File: src/rtl/riscv_defines.sv
// Shared definitions for the string-op execution datapath: operator encodings,
// FSM state enum and the ASCII constants used by the per-byte transforms.
// Pure declarations, no logic; imported by every file of the string-op unit.
package riscv_defines;

    localparam int STR_OP_WIDTH = 3;

    localparam logic [STR_OP_WIDTH-1:0] STR_OP_UPPER = 3'd0;
    localparam logic [STR_OP_WIDTH-1:0] STR_OP_LOWER = 3'd1;
    localparam logic [STR_OP_WIDTH-1:0] STR_OP_LEET  = 3'd2;
    localparam logic [STR_OP_WIDTH-1:0] STR_OP_ROT13 = 3'd3;

    typedef enum logic [1:0] {
        STR_IDLE = 2'd0,
        STR_BUSY = 2'd1,
        STR_DONE = 2'd2
    } str_fsm_e;

    localparam logic [7:0] CHR_a   = 8'h61;
    localparam logic [7:0] CHR_z   = 8'h7A;
    localparam logic [7:0] CHR_A   = 8'h41;
    localparam logic [7:0] CHR_Z   = 8'h5A;
    localparam logic [7:0] CHR_NUL = 8'h00;
    localparam logic [7:0] ROT_AMT = 8'd13;

    // Distance between upper and lower case, and the alphabet length used for
    // the ROT13 wrap.
    localparam logic [7:0] CASE_DELTA = 8'h20;
    localparam logic [7:0] ALPHA_LEN  = 8'd26;

    // Lower-case letters that LEET rewrites and the digits they become.
    localparam logic [7:0] CHR_e = 8'h65;
    localparam logic [7:0] CHR_i = 8'h69;
    localparam logic [7:0] CHR_o = 8'h6F;
    localparam logic [7:0] CHR_s = 8'h73;
    localparam logic [7:0] CHR_t = 8'h74;
    localparam logic [7:0] CHR_0 = 8'h30;
    localparam logic [7:0] CHR_1 = 8'h31;
    localparam logic [7:0] CHR_3 = 8'h33;
    localparam logic [7:0] CHR_4 = 8'h34;
    localparam logic [7:0] CHR_5 = 8'h35;
    localparam logic [7:0] CHR_7 = 8'h37;

endpackage

File: src/rtl/riscv_str_byte_xform.sv
// Per-byte ASCII transform for UPPER / LOWER / LEET / ROT13; unknown ops pass through.
// Latency: purely combinational.
// Backpressure: none; the owning sequencer decides when the output is used.
// Ports: operator_i (op select), byte_i (input char), byte_o (transformed char),
//        is_nul_o (byte_i is 0x00).
module riscv_str_byte_xform
    import riscv_defines::*;
(
    input  logic [STR_OP_WIDTH-1:0] operator_i,
    input  logic [7:0]              byte_i,
    output logic [7:0]              byte_o,
    output logic                    is_nul_o
);

    logic       is_lower;
    logic       is_upper;
    logic [7:0] folded;
    logic [7:0] rot_sum;

    assign is_nul_o = (byte_i == CHR_NUL);
    assign is_lower = (byte_i >= CHR_a) && (byte_i <= CHR_z);
    assign is_upper = (byte_i >= CHR_A) && (byte_i <= CHR_Z);
    // LEET is case-insensitive: fold letters to lower case before matching.
    assign folded   = is_upper ? (byte_i + CASE_DELTA) : byte_i;
    // Inputs are at most 0x7A, so the 8-bit sum never overflows.
    assign rot_sum  = byte_i + ROT_AMT;

    always_comb begin
        byte_o = byte_i;
        case (operator_i)
            STR_OP_UPPER: begin
                if (is_lower) byte_o = byte_i - CASE_DELTA;
            end
            STR_OP_LOWER: begin
                if (is_upper) byte_o = byte_i + CASE_DELTA;
            end
            STR_OP_LEET: begin
                if (is_lower || is_upper) begin
                    case (folded)
                        CHR_a:   byte_o = CHR_4;
                        CHR_e:   byte_o = CHR_3;
                        CHR_i:   byte_o = CHR_1;
                        CHR_o:   byte_o = CHR_0;
                        CHR_s:   byte_o = CHR_5;
                        CHR_t:   byte_o = CHR_7;
                        default: byte_o = byte_i;
                    endcase
                end
            end
            STR_OP_ROT13: begin
                if (is_lower) begin
                    byte_o = (rot_sum > CHR_z) ? (rot_sum - ALPHA_LEN) : rot_sum;
                end else if (is_upper) begin
                    byte_o = (rot_sum > CHR_Z) ? (rot_sum - ALPHA_LEN) : rot_sum;
                end
            end
            default: byte_o = byte_i;
        endcase
    end

endmodule

File: src/rtl/riscv_str_ops_seq.sv
// Multi-cycle string-op datapath: transforms 4 packed chars BYTES_PER_CYCLE at a time, stops at NUL.
// Latency: accept in C -> valid_o in C + 4/BYTES_PER_CYCLE + 1 (earlier on NUL).
// Backpressure: result held in DONE until ex_ready_i; ready_o low while busy or result pending.
// Ports: clk, rst_n; enable_i/operator_i/operand_i (request, taken when ready_o=1);
//        ex_ready_i/valid_o/result_o/zero_found_o/zero_idx_o (result handshake).
module riscv_str_ops_seq
    import riscv_defines::*;
#(
    parameter int BYTES_PER_CYCLE = 1
) (
    input  logic                    clk,
    input  logic                    rst_n,
    input  logic                    enable_i,
    input  logic [STR_OP_WIDTH-1:0] operator_i,
    input  logic [31:0]             operand_i,
    input  logic                    ex_ready_i,
    output logic                    ready_o,
    output logic                    valid_o,
    output logic [31:0]             result_o,
    output logic                    zero_found_o,
    output logic [1:0]              zero_idx_o
);

    str_fsm_e                state_q, state_d;
    logic [STR_OP_WIDTH-1:0] op_q;
    logic [31:0]             data_q, data_nxt;
    logic [2:0]              cnt_q, cnt_nxt;
    logic                    zf_q, zf_nxt;
    logic [1:0]              zi_q, zi_nxt;
    logic                    accept;
    logic                    busy_last;

    logic [BYTES_PER_CYCLE-1:0][1:0] byte_idx;
    logic [BYTES_PER_CYCLE-1:0][7:0] byte_in;
    logic [BYTES_PER_CYCLE-1:0][7:0] byte_out;
    logic [BYTES_PER_CYCLE-1:0]      byte_nul;

    for (genvar g = 0; g < BYTES_PER_CYCLE; g++) begin : g_lane
        assign byte_idx[g] = cnt_q[1:0] + 2'(g);
        assign byte_in[g]  = data_q[{byte_idx[g], 3'b000} +: 8];

        riscv_str_byte_xform u_xform (
            .operator_i (op_q),
            .byte_i     (byte_in[g]),
            .byte_o     (byte_out[g]),
            .is_nul_o   (byte_nul[g])
        );
    end

    // Lanes are scanned in byte order so a NUL freezes itself and every later
    // lane of the same group.
    always_comb begin
        data_nxt = data_q;
        zf_nxt   = zf_q;
        zi_nxt   = zi_q;
        for (int g = 0; g < BYTES_PER_CYCLE; g++) begin
            if (!zf_nxt) begin
                if (byte_nul[g]) begin
                    zf_nxt = 1'b1;
                    zi_nxt = byte_idx[g];
                end else begin
                    data_nxt[{byte_idx[g], 3'b000} +: 8] = byte_out[g];
                end
            end
        end
    end

    // zf_q is cleared on accept, so zf_nxt in BUSY means a NUL in this group.
    assign cnt_nxt   = cnt_q + 3'(BYTES_PER_CYCLE);
    assign busy_last = cnt_nxt[2] || zf_nxt;
    assign accept    = ready_o && enable_i;

    // FSM: state register
    always_ff @(posedge clk or negedge rst_n) begin
        if (!rst_n) state_q <= STR_IDLE;
        else        state_q <= state_d;
    end

    // FSM: next state
    always_comb begin
        state_d = state_q;
        case (state_q)
            STR_IDLE: if (enable_i) state_d = STR_BUSY;
            STR_BUSY: if (busy_last) state_d = STR_DONE;
            STR_DONE: if (ex_ready_i) state_d = enable_i ? STR_BUSY : STR_IDLE;
            default:  state_d = STR_IDLE;
        endcase
    end

    // FSM: outputs
    always_comb begin
        ready_o = 1'b0;
        valid_o = 1'b0;
        case (state_q)
            STR_IDLE: ready_o = 1'b1;
            STR_DONE: begin
                ready_o = ex_ready_i;
                valid_o = 1'b1;
            end
            default: begin
                ready_o = 1'b0;
                valid_o = 1'b0;
            end
        endcase
    end

    // Working word: loaded on accept, rewritten in place while BUSY, held otherwise.
    always_ff @(posedge clk or negedge rst_n) begin
        if (!rst_n) begin
            op_q   <= '0;
            data_q <= '0;
            cnt_q  <= '0;
            zf_q   <= 1'b0;
            zi_q   <= '0;
        end else if (accept) begin
            op_q   <= operator_i;
            data_q <= operand_i;
            cnt_q  <= '0;
            zf_q   <= 1'b0;
            zi_q   <= '0;
        end else if (state_q == STR_BUSY) begin
            data_q <= data_nxt;
            cnt_q  <= cnt_nxt;
            zf_q   <= zf_nxt;
            zi_q   <= zi_nxt;
        end
    end

    assign result_o     = data_q;
    assign zero_found_o = zf_q;
    assign zero_idx_o   = zi_q;

endmodule

File: config.mk
export PLATFORM = sky130hd
export DESIGN_NAME = riscv_str_ops_seq
export DESIGN_NICKNAME = d
export VERILOG_FILES = /design/src/rtl/riscv_defines.sv /design/src/rtl/riscv_str_byte_xform.sv /design/src/rtl/riscv_str_ops_seq.sv
export SDC_FILE = /design/constraint.sdc
export NUM_CORES = 1
export LEC_CHECK = 0
export BUFFER_PORTS_ARGS = -buffer_cell sky130_fd_sc_hd__buf_2
export CORE_ASPECT_RATIO = 1.75
export CORE_MARGIN = 2
export CORE_UTILIZATION = 40
export CTS_CLUSTER_SIZE = 16
export DETAILED_ROUTE_END_ITERATION = 7
export PLACE_DENSITY = 0.69
export SLEW_MARGIN = 20
export SYNTH_ARGS = -nofsm -noshare
export SYNTH_HDL_FRONTEND = slang
export SYNTH_HIERARCHICAL = 1
export SYNTH_SLANG_ARGS = --single-unit
File: constraint.sdc
create_clock -name clk -period 4.25 [get_ports clk]
set_input_delay 1.0625 -clock clk [delete_from_list [all_inputs] [get_ports clk]]
set_output_delay 1.0625 -clock clk [all_outputs]
set_load 0.1 [all_outputs]
# Yosys cells after proc, flatten, opt, wreduce, memory -nomap -nowiden
# Cells that the tools add are included.
[totals]
reg_bits = 43
input_bits = 39
output_inout_bits = 37
elab_cells = 81
[op_classes]
addsub = 6
n_lt_le_gt_ge = 6
eq_ne = 16
shift = 3
muxes = 31
n_reduce_logical = 13
[ops]
columns = ["op", "count"]
rows = [
  ["$mux 32", 4],
  ["$mux 8", 7],
  ["$eq 8x7->1 const B", 6],
  ["$pmux 8 s6", 1],
  ["$bwmux 32", 1],
  ["$pmux 8 s4", 1],
  ["$shift 8x7->32 const A", 1],
  ["$shiftx 32x6->8", 1],
  ["$shiftx 8x7->32", 1],
  ["$ge 8x7->1 const B", 2],
  ["$gt 8x7->1 const B", 2],
  ["$le 8x7->1 const B", 2],
  ["$mux 2", 7],
  ["$reduce_and 3->1", 3],
  ["$add 8x4->8 const B", 1],
  ["$add 8x6->8 const B", 1],
  ["$logic_not 8->1", 1],
  ["$ne 2x2->1 const B", 4],
  ["$sub 8x5->8 const B", 1],
  ["$sub 8x6->8 const B", 1],
  ["$neg 5->7", 1],
  ["$eq 3x2->1 const B", 2],
  ["$mux 1", 6],
  ["$mux 3", 2],
  ["12 further kinds", 16],
]

# Logic depth before layout (Yosys ltp)
[logic_depth]
ltp_word = 14
mapped_depth = 18
depth_no_buf = 15

# Hierarchy
# Netlist, hierarchy kept.
[by_module_without_submodules]
columns = ["module", "n_inst", "cells_per_inst", "area_per_inst_um2", "seq_area_each_um2"]
rows = [
  ["riscv_str_ops_seq", 1, 202, 2290.9, 1076.0],
  ["riscv_str_byte_xform", 1, 200, 1458.9, 0.0],
]

# Least setup slack after synthesis
# OpenSTA, ideal clock, no wires.
[synth_timing]
kind = "flip-flop to flip-flop"
startpoint = "register cnt_q[0]"
endpoint = "register data_q[8] (netlist: result_o[8])"
setup_ns = 0.127
arrival_ns = 3.869
t_required_ns = 4.123
setup_slack_ns = 0.254
stages_incl_launch_ff = 17
n_path_buf = 3
synth_period_minus_slack_ns = 3.996
path_cell_list = "dfrtp_1 clkbuf_1 buf_2 mux4_2 clkbuf_8 inv_2 ha_1 and4bb_2 a22oi_2 or4_4 a21bo_2 a221o_1 o21ai_2 o21ai_2 inv_1 nor3_1 a221o_1"
[synth_lines]
columns = ["item", "line", "text"]
rows = [
  ["from (decl)", "riscv_str_ops_seq.sv:27", "logic [2:0] cnt_q, cnt_nxt;"],
  ["from (signal assigned)", "riscv_str_ops_seq.sv:123", "cnt_q <= cnt_nxt;"],
  ["to (signal assigned)", "riscv_str_ops_seq.sv:117", "data_q <= operand_i;"],
  ["to (signal assigned)", "riscv_str_ops_seq.sv:122", "data_q <= data_nxt;"],
  ["to (decl)", "riscv_str_ops_seq.sv:26", "logic [31:0] data_q, data_nxt;"],
]

==> results.sh <==
export IMPL_status="finished clean"
export IMPL_max_stage_delay_ps=690
export IMPL_fin_crit_sh=0.945
export IMPL_ios=76
export IMPL_drv_slew=0
export IMPL_initial_core_util=0.412
export IMPL_cts_path_max_buffers=2
export IMPL_fillers=899
export IMPL_avgRoutedWirePerCell_um=22.1
export IMPL_utilization=0.484
export IMPL_h_tree_depth=2
export IMPL_cts_clk_slew_worst_paths_ps=70
export IMPL_fin_crit_ps=4020
export IMPL_crit_type="reg -> reg"
export IMPL_holdBufCountCts=0
export IMPL_tritoncts="yes"
export IMPL_root_buffer="clkbuf_16"
export IMPL_hpwl_um=9860
export IMPL_timing_critical_path_mode_cell="nor2_1"
export IMPL_drtIter0Drc=308
export IMPL_yosysSeqAreaShare=0.287
export IMPL_final_cells=590
export IMPL_worst_path_buf_inv=3
export IMPL_cts_buffers=5
export IMPL_core_area_sq_um=9090
export IMPL_crit_path_top_delay_cell="mux4_2"
export IMPL_yosysTopAreaCell="dfrtp_1"
export IMPL_synth_edf_count=0
export IMPL_track_usage=0.247
export IMPL_dp_cells=581
export IMPL_first_pass_iters=5
export IMPL_cp_top_family="simple AND/OR/NAND/NOR gates"
export IMPL_rsz0062_at_grt="no"
export IMPL_area_growth_synth_to_final_pct=17.4
export IMPL_via_per_inst=6.45
export IMPL_synth_cells=402
export IMPL_drive_gt1_frac=0.300
export IMPL_synth_cell_type_count=80
export IMPL_finalHoldViolations=0
export IMPL_drt_antenna_violating_nets=0
export IMPL_syn_area_sq_um=3750
export IMPL_num_vias=3807
export IMPL_hp_class="reg -> reg"
export IMPL_cts_sinks=43
export IMPL_rows=46
export IMPL_die_w_um=77.2
export IMPL_worstSkewPairLatency_ps=290
export IMPL_totalWireLength_um=13000
export IMPL_overflow=0
export IMPL_drv_cap=0
export IMPL_grt_pass1_wl_um=20000
export IMPL_crit_chain="buf_4 -> mux4_2 -> inv_2 -> ha_1 -> and4bb_2 -> a22oi_2 -> nor2_1 -> nand2_1 -> nor4_1 -> nor2_1 -> o221ai_1 -> inv_1 -> nor3_1 -> a221o_1"
export IMPL_cp_required_ps=4470
export IMPL_fin_nets=522
export IMPL_n_antenna_cell=0
export IMPL_drc_errors=0
export IMPL_die_h_um=132
export IMPL_ys_async_sr_fraction=1.00
export IMPL_synth_ff_type="dfrtp_1"
export IMPL_multi_input_area_sq_um=2430
export IMPL_fmax_ghz=0.249
export IMPL_start_kind="flip-flop"
export IMPL_avgSynthCellArea_sq_um=9.33
export IMPL_critPathArrivalTime_ps=4240
export IMPL_ys_ff_latch=43
export IMPL_max_slew_worst_pin_slew_ps=1100
export IMPL_grt_pass1_vias=3851
export IMPL_die_area_sq_um=10200
export IMPL_syn_nets=455
export IMPL_grt_max_degree=44
export IMPL_ys_top_cells_by_area="dfrtp_1 (29%), a221o_1 (6.7%), mux4_2 (4.8%)"
export IMPL_end_kind="flip-flop"
export IMPL_antenna_found_initial=0
export IMPL_r2r_setup_slack_ps=230
export IMPL_gp_congestion=0.930
export IMPL_setup_violations=0
export IMPL_port_buffers=75
export IMPL_seq_area_sq_um=1080
export IMPL_synth_top_cell_area_share=0.287
export IMPL_final_setup_tns_ps=0
export IMPL_critPathMaxFanout=15
export IMPL_slew_headroom=0.264
export IMPL_worst_clock_skew_ps=7.63
export IMPL_yosysWarnings=6
[what timing repair did]
item	in CTS	in global routing
buffers inserted	0	0
endpoints found under the setup margin	0	4
endpoints found under the hold margin	0	0
resized for setup	0	1
[synth_stat cells, types with 3 or more instances]
library cell and count:
nand4_1 7, clkbuf_8 3, a31oi_1 4, nand3_1 15, o21ai_2 3, nor4_1 4
mux2i_1 4, buf_1 3, o221ai_1 8, nand3b_1 3, and3_1 8, nand2_1 17
o211ai_1 13, clkbuf_1 14, a21oi_1 15, buf_2 4, nor3_1 19, buf_6 4
nor2_1 21, mux2_2 6, dfrtp_1 43, ha_1 14, nand2b_1 3, nor2b_1 7
xor2_1 3, a221o_1 25, inv_1 21, mux4_2 8, o21ai_0 23, xnor2_1 9
nand4b_1 3, a22oi_1 4
[area by class of cell]
class / count / area share
multi-input cells: 307 / 0.553
clock buffers: 6 / 0.0315
well taps: 120 / 0.0341
inverters: 23 / 0.0196
repair buffers: 89 / 0.110
flip-flops and latches: 43 / 0.244
clock inverters: 2 / 0.00796
[stage by stage]
step | setup slack, ps | cell area, sq um | hold WS, ps
after floorplan | 254 | 3750 | 523
after detailed placement | 237 | 4200 | 524
after global placement | 201 | 4200 | 518
after global routing | 4.24 | 4400 | 569
final | 234 | 4400 | 546
after CTS | 203 | 4370 | 544
[cells in the final DEF (no fill, tap or decap), drive strengths merged, types with 7 or more instances in the layout]
master | synthesis | routed
nand4 | 7 | 7
o211ai | 13 | 13
mux4 | 8 | 9
a221o | 25 | 25
nand2 | 17 | 17
buf | 13 | 89
nor2 | 23 | 23
xnor2 | 11 | 11
and3 | 8 | 8
nor3 | 20 | 20
dfrtp | 43 | 43
o221ai | 8 | 8
a21oi | 16 | 16
nand3 | 15 | 15
nor2b | 7 | 7
ha | 14 | 14
o21ai | 27 | 27
inv | 23 | 23
[state kept, by name, indices dropped and copies added (netlist names)]
signal / flops
result_o: 32
cnt_q: 3
op_q: 3
state_q: 2
zero_idx_o: 2
zero_found_o: 1
[cell families after synthesis]
family,Yosys count,share of synthesized area
compound gates,127,0.266
flops,43,0.287
buf+inv,53,0.0724
xor+xnor,14,0.0367
simple gates,133,0.215
fa+ha+maj,14,0.0467
mux,18,0.0767
[path summary, 6_finish.rpt]
path                                end  depth (start not counted)          from
hold reg to reg            result_o[12]                          1  result_o[12]
max in group asynchronous       op_q[2]                          1         rst_n
setup reg to reg           result_o[29]                         14      cnt_q[0]
hold / removal             result_o[12]                          1  result_o[12]
setup / recovery           result_o[29]                         14      cnt_q[0]
min in group asynchronous  result_o[11]                          1         rst_n
[layer usage]
metal  part of all wire  track usage
met4              0.062        0.153
met2               0.55        0.480
met3              0.053       0.0281
met5                  0            0
met1               0.34        0.239
Power is not shown: default switching activity piles up to over one toggle a cycle in this logic, so the estimate is an artifact.
